[config.mk]
export PLATFORM = sky130hd
export DESIGN_NAME = mux_rr_stream_nx1_flat
export DESIGN_NICKNAME = d
export VERILOG_FILES = /design/src/rtl/mux_rr_stream_nx1_if.sv /design/src/rtl/mux_rr_stream_nx1.sv /design/src/flat_wrapper.sv
export SDC_FILE = /design/constraint.sdc
export NUM_CORES = 1
export LEC_CHECK = 0
export ABC_AREA = 1
export BUFFER_PORTS_ARGS = -buffer_cell sky130_fd_sc_hd__buf_2
export CAP_MARGIN = 40
export CORE_ASPECT_RATIO = 0.7
export CORE_MARGIN = 3
export CORE_UTILIZATION = 46
export DETAILED_ROUTE_END_ITERATION = 10
export PLACE_DENSITY_LB_ADDON = 0.2
export RECOVER_POWER = 25
export SYNTH_ARGS = -nofsm -noshare
export SYNTH_HDL_FRONTEND = slang
export SYNTH_SLANG_ARGS = --single-unit
[constraint.sdc]
create_clock -name clk -period 2.15 [get_ports clk]
set_clock_uncertainty 0.2 [all_clocks]
set_input_delay 0.215 -clock clk [delete_from_list [all_inputs] [get_ports clk]]
set_output_delay 0.215 -clock clk [all_outputs]
set_load 0.01 [all_outputs]
[src/rtl/mux_rr_stream_nx1_if.sv]
// Stream bundle for the N-to-1 multiplexer: N producer channels in, one consumer out.
interface mux_rr_stream_nx1_if #(
  parameter int unsigned N = 4,
  parameter int unsigned W = 8
);
  localparam int unsigned SW = $clog2(N);

  logic [N-1:0]   in_valid;
  logic [N-1:0]   in_ready;
  logic [N*W-1:0] in_data;
  logic           out_valid;
  logic           out_ready;
  logic [W-1:0]   out_data;
  logic [SW-1:0]  out_ch;

  // Multiplexer side
  modport slave (
    input  in_valid, in_data, out_ready,
    output in_ready, out_valid, out_data, out_ch
  );

  // Environment side: producers and consumer
  modport master (
    output in_valid, in_data, out_ready,
    input  in_ready, out_valid, out_data, out_ch
  );
endinterface

[src/rtl/mux_rr_stream_nx1.sv]
// N-channel registered stream multiplexer with round-robin, fixed-priority or manual
// channel selection. Winning channel's beat goes into one output register tagged with its index.
module mux_rr_stream_nx1 #(
  parameter  int unsigned N  = 4,
  parameter  int unsigned W  = 8,
  localparam int unsigned SW = $clog2(N)
) (
  input  logic              clk,
  input  logic              rst_n,
  input  logic [1:0]        mode,
  input  logic [SW-1:0]     sel,
  mux_rr_stream_nx1_if.slave bus
);

  typedef enum logic [1:0] {
    ModeRr     = 2'b00,
    ModeFixed  = 2'b01,
    ModeManual = 2'b10,
    ModeRrAlt  = 2'b11
  } mode_e;

  logic [N-1:0]  grant;
  logic          grant_any;
  logic [SW-1:0] grant_idx;
  logic [W-1:0]  grant_data;
  logic          load;
  logic          xfer;
  logic          rr_mode;

  logic          out_valid_q, out_valid_d;
  logic [W-1:0]  out_data_q,  out_data_d;
  logic [SW-1:0] out_ch_q,    out_ch_d;
  logic [SW-1:0] rr_ptr_q,    rr_ptr_d;

  // Grant vector: at most one bit set, chosen according to the current mode
  always_comb begin
    grant = '0;
    unique case (mode_e'(mode))
      ModeFixed: begin
        for (int unsigned k = 0; k < N; k++) begin
          if (grant == '0 && bus.in_valid[k]) grant[k] = 1'b1;
        end
      end
      ModeManual: begin
        // sel values >= N match no channel, so they yield no grant
        for (int unsigned k = 0; k < N; k++) begin
          if (sel == SW'(k)) grant[k] = bus.in_valid[k];
        end
      end
      ModeRr, ModeRrAlt: begin
        // Search rr_ptr..N-1 first, then wrap to 0..rr_ptr-1
        for (int unsigned k = 0; k < N; k++) begin
          if (grant == '0 && bus.in_valid[k] && SW'(k) >= rr_ptr_q) grant[k] = 1'b1;
        end
        for (int unsigned k = 0; k < N; k++) begin
          if (grant == '0 && bus.in_valid[k] && SW'(k) < rr_ptr_q) grant[k] = 1'b1;
        end
      end
    endcase
  end

  // Encode the one-hot grant into an index and select that channel's data
  always_comb begin
    grant_idx  = '0;
    grant_data = '0;
    for (int unsigned k = 0; k < N; k++) begin
      if (grant[k]) begin
        grant_idx  = SW'(k);
        grant_data = bus.in_data[k*W +: W];
      end
    end
  end

  assign grant_any    = |grant;
  assign rr_mode      = (mode == ModeRr) || (mode == ModeRrAlt);
  assign load         = !out_valid_q || bus.out_ready;
  assign xfer         = load && grant_any;
  // Gated by rst_n so producers see no ready while reset is asserted
  assign bus.in_ready = (rst_n && load) ? grant : '0;

  // Next-state for the output register and the round-robin pointer
  always_comb begin
    out_valid_d = out_valid_q;
    out_data_d  = out_data_q;
    out_ch_d    = out_ch_q;
    rr_ptr_d    = rr_ptr_q;
    if (xfer) begin
      out_valid_d = 1'b1;
      out_data_d  = grant_data;
      out_ch_d    = grant_idx;
      if (rr_mode) begin
        rr_ptr_d = (grant_idx == SW'(N - 1)) ? '0 : grant_idx + SW'(1);
      end
    end else if (bus.out_ready) begin
      out_valid_d = 1'b0;
    end
  end

  // State registers; reset discards any held beat immediately
  always_ff @(posedge clk or negedge rst_n) begin
    if (!rst_n) begin
      out_valid_q <= 1'b0;
      out_data_q  <= '0;
      out_ch_q    <= '0;
      rr_ptr_q    <= '0;
    end else begin
      out_valid_q <= out_valid_d;
      out_data_q  <= out_data_d;
      out_ch_q    <= out_ch_d;
      rr_ptr_q    <= rr_ptr_d;
    end
  end

  assign bus.out_valid = out_valid_q;
  assign bus.out_data  = out_data_q;
  assign bus.out_ch    = out_ch_q;

endmodule

[src/flat_wrapper.sv]
// flat-port wrapper written by rule: the top's interface ports become plain ports
module mux_rr_stream_nx1_flat 
#(
  parameter  int unsigned N  = 4,
  parameter  int unsigned W  = 8,
  localparam int unsigned SW = $clog2(N)
)
  (clk, rst_n, mode, sel, bus_in_valid, bus_in_data, bus_out_ready, bus_in_ready, bus_out_valid, bus_out_data, bus_out_ch);
  mux_rr_stream_nx1_if #(.N(N), .W(W)) bus_i ();
  input  logic clk;
  input  logic rst_n;
  input  logic [1:0] mode;
  input  logic [SW-1:0] sel;
  input wire logic [$bits(bus_i.in_valid)-1:0] bus_in_valid;
  input wire logic [$bits(bus_i.in_data)-1:0] bus_in_data;
  input wire logic [$bits(bus_i.out_ready)-1:0] bus_out_ready;
  output wire logic [$bits(bus_i.in_ready)-1:0] bus_in_ready;
  output wire logic [$bits(bus_i.out_valid)-1:0] bus_out_valid;
  output wire logic [$bits(bus_i.out_data)-1:0] bus_out_data;
  output wire logic [$bits(bus_i.out_ch)-1:0] bus_out_ch;
  assign bus_i.in_valid = bus_in_valid;
  assign bus_i.in_data = bus_in_data;
  assign bus_i.out_ready = bus_out_ready;
  assign bus_in_ready = bus_i.in_ready;
  assign bus_out_valid = bus_i.out_valid;
  assign bus_out_data = bus_i.out_data;
  assign bus_out_ch = bus_i.out_ch;
  mux_rr_stream_nx1 #(.N(N), .W(W)) u_core (.clk(clk), .rst_n(rst_n), .mode(mode), .sel(sel), .bus(bus_i));
endmodule
-- Word level (Yosys, flattened, before mapping)
Cells that the tools add are included.
- word-level logic and storage cells: 97
- bits of input ports: 43
- bits in registers: 13
- reductions and logical operators: 37
- equal/unequal tests: 7
- $add $sub $neg: 1
- bitwise gates (word level): 2
- order comparisons: 8
- muxes and demuxes: 38
- operator list (cell ; count):
    $mux 8 ; 4
    $mux 1 ; 29
    $logic_and 1x1->1 ; 20
    $logic_not 4->1 ; 4
    $pmux 4 s3 ; 1
    $eq 2x2->1 const B ; 5
    $logic_not 2->1 ; 4
    $logic_not 3->1 ; 2
    $mux 2 ; 3
    $eq 2x1->1 const B ; 2
    $ge 1x2->1 const A ; 2
    $ge 2x2->1 const A ; 2
    $lt 1x2->1 const A ; 2
    $lt 2x2->1 const A ; 2
    $mux 4 ; 1
    $reduce_or 4->1 ; 1
    $add 2x1->2 const B ; 1
    $logic_or 1x1->1 ; 2
    $not 1->1 ; 2
    $reduce_and 2->1 ; 1
    $reduce_bool 2->1 ; 1
    $reduce_or 2->1 ; 1
    $logic_not 1->1 ; 1

-- Longest topological paths before layout
- word-level depth: 44
- depth in mapped cells: 16

-- Worst setup path before layout
No wires, ideal clock.
- path kind: flip-flop to flip-flop
- start: register u_core.rr_ptr_q[1]
- end: register u_core.out_data_q[0] (netlist: u_core.bus.out_data[0])
- cell stages (with the launch flop): 14
- path buffers: 1
- period minus slack after synthesis: 1.938 ns
- setup time: 0.116 ns
- setup slack: 0.212 ns
- arrival time: 1.622 ns
- cells stage by stage: dfrtp_1 nor2_2 nand2_4 nand3_2 nor2_1 a21oi_1 nor2_2 a21oi_2 nand4_2 nand2_2 buf_6 nor2_2 nand2_1 nand2_1
- word-level cells in the longest chain between the ends: 41
- elaborated cells on any way between the ends: 52
- classes of those cells: order compare: 8; mux: 20; bitwise: 1; reduce/logical: 23
- RTL lines (item ; line ; text):
    start, declared ; mux_rr_stream_nx1.sv:33 ; logic [SW-1:0] rr_ptr_q, rr_ptr_d;
    start signal, assigned ; mux_rr_stream_nx1.sv:110 ; rr_ptr_q <= rr_ptr_d;
    $ge 1x2->1 ; mux_rr_stream_nx1.sv:53 ; if (grant == '0 && bus.in_valid[k] && SW'(k) >= rr_ptr_q) grant[k] = 1'b1;
    $logic_and 1x1->1 ; mux_rr_stream_nx1.sv:53 ;
    $mux 1 ; mux_rr_stream_nx1.sv:53 ;
    $mux 1 ; mux_rr_stream_nx1.sv:38 ; unique case (mode_e'(mode))
    $not 1->1 ; mux_rr_stream_nx1.sv:53 ;
    $logic_and 1x1->1 (2 in series) ; mux_rr_stream_nx1.sv:53 ;
    $mux 1 ; mux_rr_stream_nx1.sv:53 ;
    $mux 1 ; mux_rr_stream_nx1.sv:38 ;
    [... 23 more ...] ; -- ;
    $mux 1 ; mux_rr_stream_nx1.sv:56 ; if (grant == '0 && bus.in_valid[k] && SW'(k) < rr_ptr_q) grant[k] = 1'b1;
    $mux 1 ; mux_rr_stream_nx1.sv:38 ;
    $logic_not 4->1 ; mux_rr_stream_nx1.sv:56 ;
    $logic_and 1x1->1 (2 in series) ; mux_rr_stream_nx1.sv:56 ;
    $mux 1 ; mux_rr_stream_nx1.sv:56 ;
    $pmux 4 s3 * ; mux_rr_stream_nx1.sv:38 ;
    $reduce_or 4->1 ; mux_rr_stream_nx1.sv:74 ; assign grant_any = |grant;
    $logic_and 1x1->1 ; mux_rr_stream_nx1.sv:77 ; assign xfer = load && grant_any;
    end signal, assigned ; mux_rr_stream_nx1.sv:108 ; out_data_q <= out_data_d;
    end, declared ; mux_rr_stream_nx1.sv:31 ; logic [W-1:0] out_data_q, out_data_d;
Mark *: on every way between the ends. The rest lies on a longest branch, timed or not. The select of a mux whose other input is x is not followed.
A chain may end at the register's enable or synchronous reset.

-- Worst setup path in the final report
- start: register u_core.rr_ptr_q[1]
- end: register u_core.out_data_q[4] (netlist: u_core.bus.out_data[4])
The elaborated chain is that of the path after synthesis.

==> flow_metrics.env <==
export IMPL_status="complete, but fails checks"
export IMPL_violations="setup timing"
export IMPL_crit_fanout=6
export IMPL_drt_total_wl_um=4890
export IMPL_first_iter_violations=180
export IMPL_synth_area_leaders="dfrtp_1, nand2_1, nand3_1"
export IMPL_hold_end="u_core.bus.out_data[7]"
export IMPL_crit_path_frequent_cell="nand2_1"
export IMPL_seq_area_frac_synth_pct=26.7
export IMPL_drv_cap=0
export IMPL_max_freq_mhz=448
export IMPL_ys_types=21
export IMPL_total_power_mw=1.82
export IMPL_p_sw_mw=0.840
export IMPL_max_stage_delay_ns=0.48
export IMPL_num_nets_final=324
export IMPL_cts_tree="yes"
export IMPL_whs_path_depth=5
export IMPL_ctsHtreeMaxLevel=1
export IMPL_yosysWarnings=0
export IMPL_p_seq_share_pct=25.7
export IMPL_fin_util_pct=84.3
export IMPL_syn_inst=201
export IMPL_hold_path_class="input pin to flop"
export IMPL_grt_pass1_wl_um=5890
export IMPL_slew_violations=0
export IMPL_wl_per_cell_um=15.8
export IMPL_clock_power_share_pct=12.3
export IMPL_cts_sinks=13
export IMPL_synth_compound_area_share_pct=8.63
export IMPL_die_x_um=67.5
export IMPL_cts_root_buffer="clkbuf_8"
export IMPL_via_per_inst=5.77
export IMPL_via_count=1788
export IMPL_synth_seq_cells=13
export IMPL_synth_nets=246
export IMPL_hold_viol=0
export IMPL_overflow=0
export IMPL_dieArea_sq_um=3310
export IMPL_ios=58
export IMPL_worst_pin_slew_ns=0.775
export IMPL_drc=0
export IMPL_syn2layout_area_growth_pct=61.4
export IMPL_initial_core_util_pct=52.3
export IMPL_synth_mux_area_share_pct=0
export IMPL_layout_commonest_cell="buf_2"
export IMPL_cp_end_kind="flop"
export IMPL_insertion_delay_ns=0.25
export IMPL_cp_data_arrival_time_ns=2.17
export IMPL_place_gp_congestion=0.927
export IMPL_r2r_start="u_core.rr_ptr_q[1]"
export IMPL_finalSetupViolCount=15
export IMPL_yosysTopAreaCell="dfrtp_1"
export IMPL_critPathKind="flop to flop"
export IMPL_synth_simple_gate_area_share_pct=52.0
export IMPL_total_leakage_power_nw=1.09
export IMPL_timing_rr_end="u_core.bus.out_data[4]"
export IMPL_yosys_area_share_adder_pct=2.06
export IMPL_synth_top_area_share_pct=26.7
export IMPL_critPathRequiredTime_ns=2.09
export IMPL_yosys_area_share_xor_xnor_pct=0
export IMPL_syn_avg_cell_area_sq_um=6.06
export IMPL_antenna_found_initial=0
export IMPL_numCtsBuffers=3
export IMPL_pre_cts_slack_ns=-0.0114
export IMPL_slowest_stage="dfrtp_2"
export IMPL_portBuffers=57
export IMPL_place_area_sq_um=1580
export IMPL_grt_max_degree=21
export IMPL_fp_row_count=14
export IMPL_final_cell_mix="buf_2, nand2_1, nor2_1"
export IMPL_ir_drop_mv=0.444
export IMPL_p_int_mw=0.982
export IMPL_drtAntennaViolNets=0
export IMPL_min_period_ns=2.23
export IMPL_synth_top_family_by_area="simple AND/OR/NAND/NOR gates"
export IMPL_core_area_sq_um=2330
export IMPL_reg2reg_setup_slack_ns=-0.08
export IMPL_hpwl_um=2910
export IMPL_min_period_over_period_pct=104
export IMPL_rr_worst_depth=14
export IMPL_power_density_nw_per_um2=927
export IMPL_worst_setup_path_start_kind="flop"
export IMPL_swShare_pct=46.1
export IMPL_antennaDiodeCount=0
export IMPL_setup_ws_ns=-0.0798
export IMPL_clk_path_buf_depth=2
export IMPL_postLayoutCellArea_sq_um=1960
export IMPL_firstDrtPassIters=5
export IMPL_grt_pass1_vias=1323
export IMPL_drive_gt1_share_pct=45.7
export IMPL_syn_cell_area_sq_um=1220
export IMPL_clk_pin_slew_ns=0.06
export IMPL_rsz0062_at_grt="yes"
export IMPL_worstPathCellList="nor2_4, nand2_4, buf_6, nand2_1, nor2_1, nand2_2, nand3_4, nand2_8, nand4_4, nand2_4, clkbuf_16, nor2_2, nand2_1, nand2_1"
export IMPL_power_frac_comb_pct=62.0
export IMPL_hold_start="bus_in_data[23]"
export IMPL_setup_tns_ns=-0.714
export IMPL_track_usage_pct=22.9
export IMPL_die_y_um=49.0
export IMPL_slew_headroom_pct=47.8
[worst max-delay path by stage]
stage / cells after the start / startpoint / end
floorplan: 13 / u_core.rr_ptr_q[1] / u_core.bus.out_data[0]
global placement: 13 / bus_in_valid[1] / u_core.rr_ptr_q[0]
detailed placement: 13 / u_core.rr_ptr_q[1] / u_core.bus.out_data[1]
CTS: 10 / u_core.rr_ptr_q[0] / bus_in_ready[1]
global route: 13 / u_core.rr_ptr_q[1] / u_core.bus.out_data[4]
finish: 14 / u_core.rr_ptr_q[1] / u_core.bus.out_data[4]
[power groups by stage]
| stage | combinational, mW | clock (mW) | sequential (mW) |
|---|---|---|---|
| CTS | 0.814 | 0.224 | 0.448 |
| global route | 1.22 | 0.237 | 0.477 |
| global placement | 0.777 | 0 | 0.435 |
| finish | 1.13 | 0.224 | 0.468 |
| floorplan | 0.475 | 0 | 0.475 |
| detailed placement | 0.790 | 0 | 0.436 |
[per-stage QoR]
| stage | hold WS (ns) | cells |
|---|---|---|
| after CTS | 0.0871 | 298 |
| after detailed placement | -0.0800 | 292 |
| final | 0.0871 | 310 |
| after floorplan | -0.281 | 201 |
| after global placement | -0.0827 | 292 |
| after global routing | 0.104 | 310 |
[kinds of logic (layout without fill, tap and decap cells)]
group | after synthesis | after routing
DFF | 13 | 13
buffers and inverters | 29 | 106
adders and majority gates | 2 | 2
AOI/OAI and AO/OA | 19 | 19
and+or+nand+nor | 138 | 138
[sequential cells by signal, indices dropped and copies added (netlist names)]
register / flops
u_core.bus.out_valid: 1
u_core.bus.out_ch: 2
u_core.rr_ptr_q: 2
u_core.bus.out_data: 8
[cell usage after synthesis, drive strengths merged]
cell type / number
o21ai: 9
nor2: 39
inv: 24
buf: 5
ha: 2
a21boi: 1
nand3: 27
nand4: 8
nand2: 64
dfrtp: 13
a21oi: 9
[layer usage]
layer  track usage (%)  wire length (um)  up-vias
met5                 0                 0        -
met4              5.05               230        0
met3              6.22               528       30
met2              33.8              2250      152
met1              33.0              1870      806
li1                  -                 -      800
[final cells by class]
| class | instances | area [sq um] |
|---|---|---|
| sequential | 13 | 328 |
| fill | 150 | 365 |
| tap | 32 | 40.0 |
| timing repair buffer | 78 | 519 |
| inverter | 24 | 92.6 |
| multi-input combinational | 159 | 940 |
| clock buffer | 4 | 45.0 |
[timing repair]
item	CTS	global route
hold endpoints to repair	13	0
hold buffers	1	0
gates cloned	0	2
setup buffers	1	10
pin swaps	2	19
setup endpoints to repair	11	17
gates resized for setup	8	39
[critical path: cells and delay by family (launching register included)]
family | cells | cell delay (ns)
AND/OR/NAND/NOR | 12 | 1.14
buffers and inverters | 2 | 0.29
flip-flops | 1 | 0.48
(Power assumes the default switching activity.)
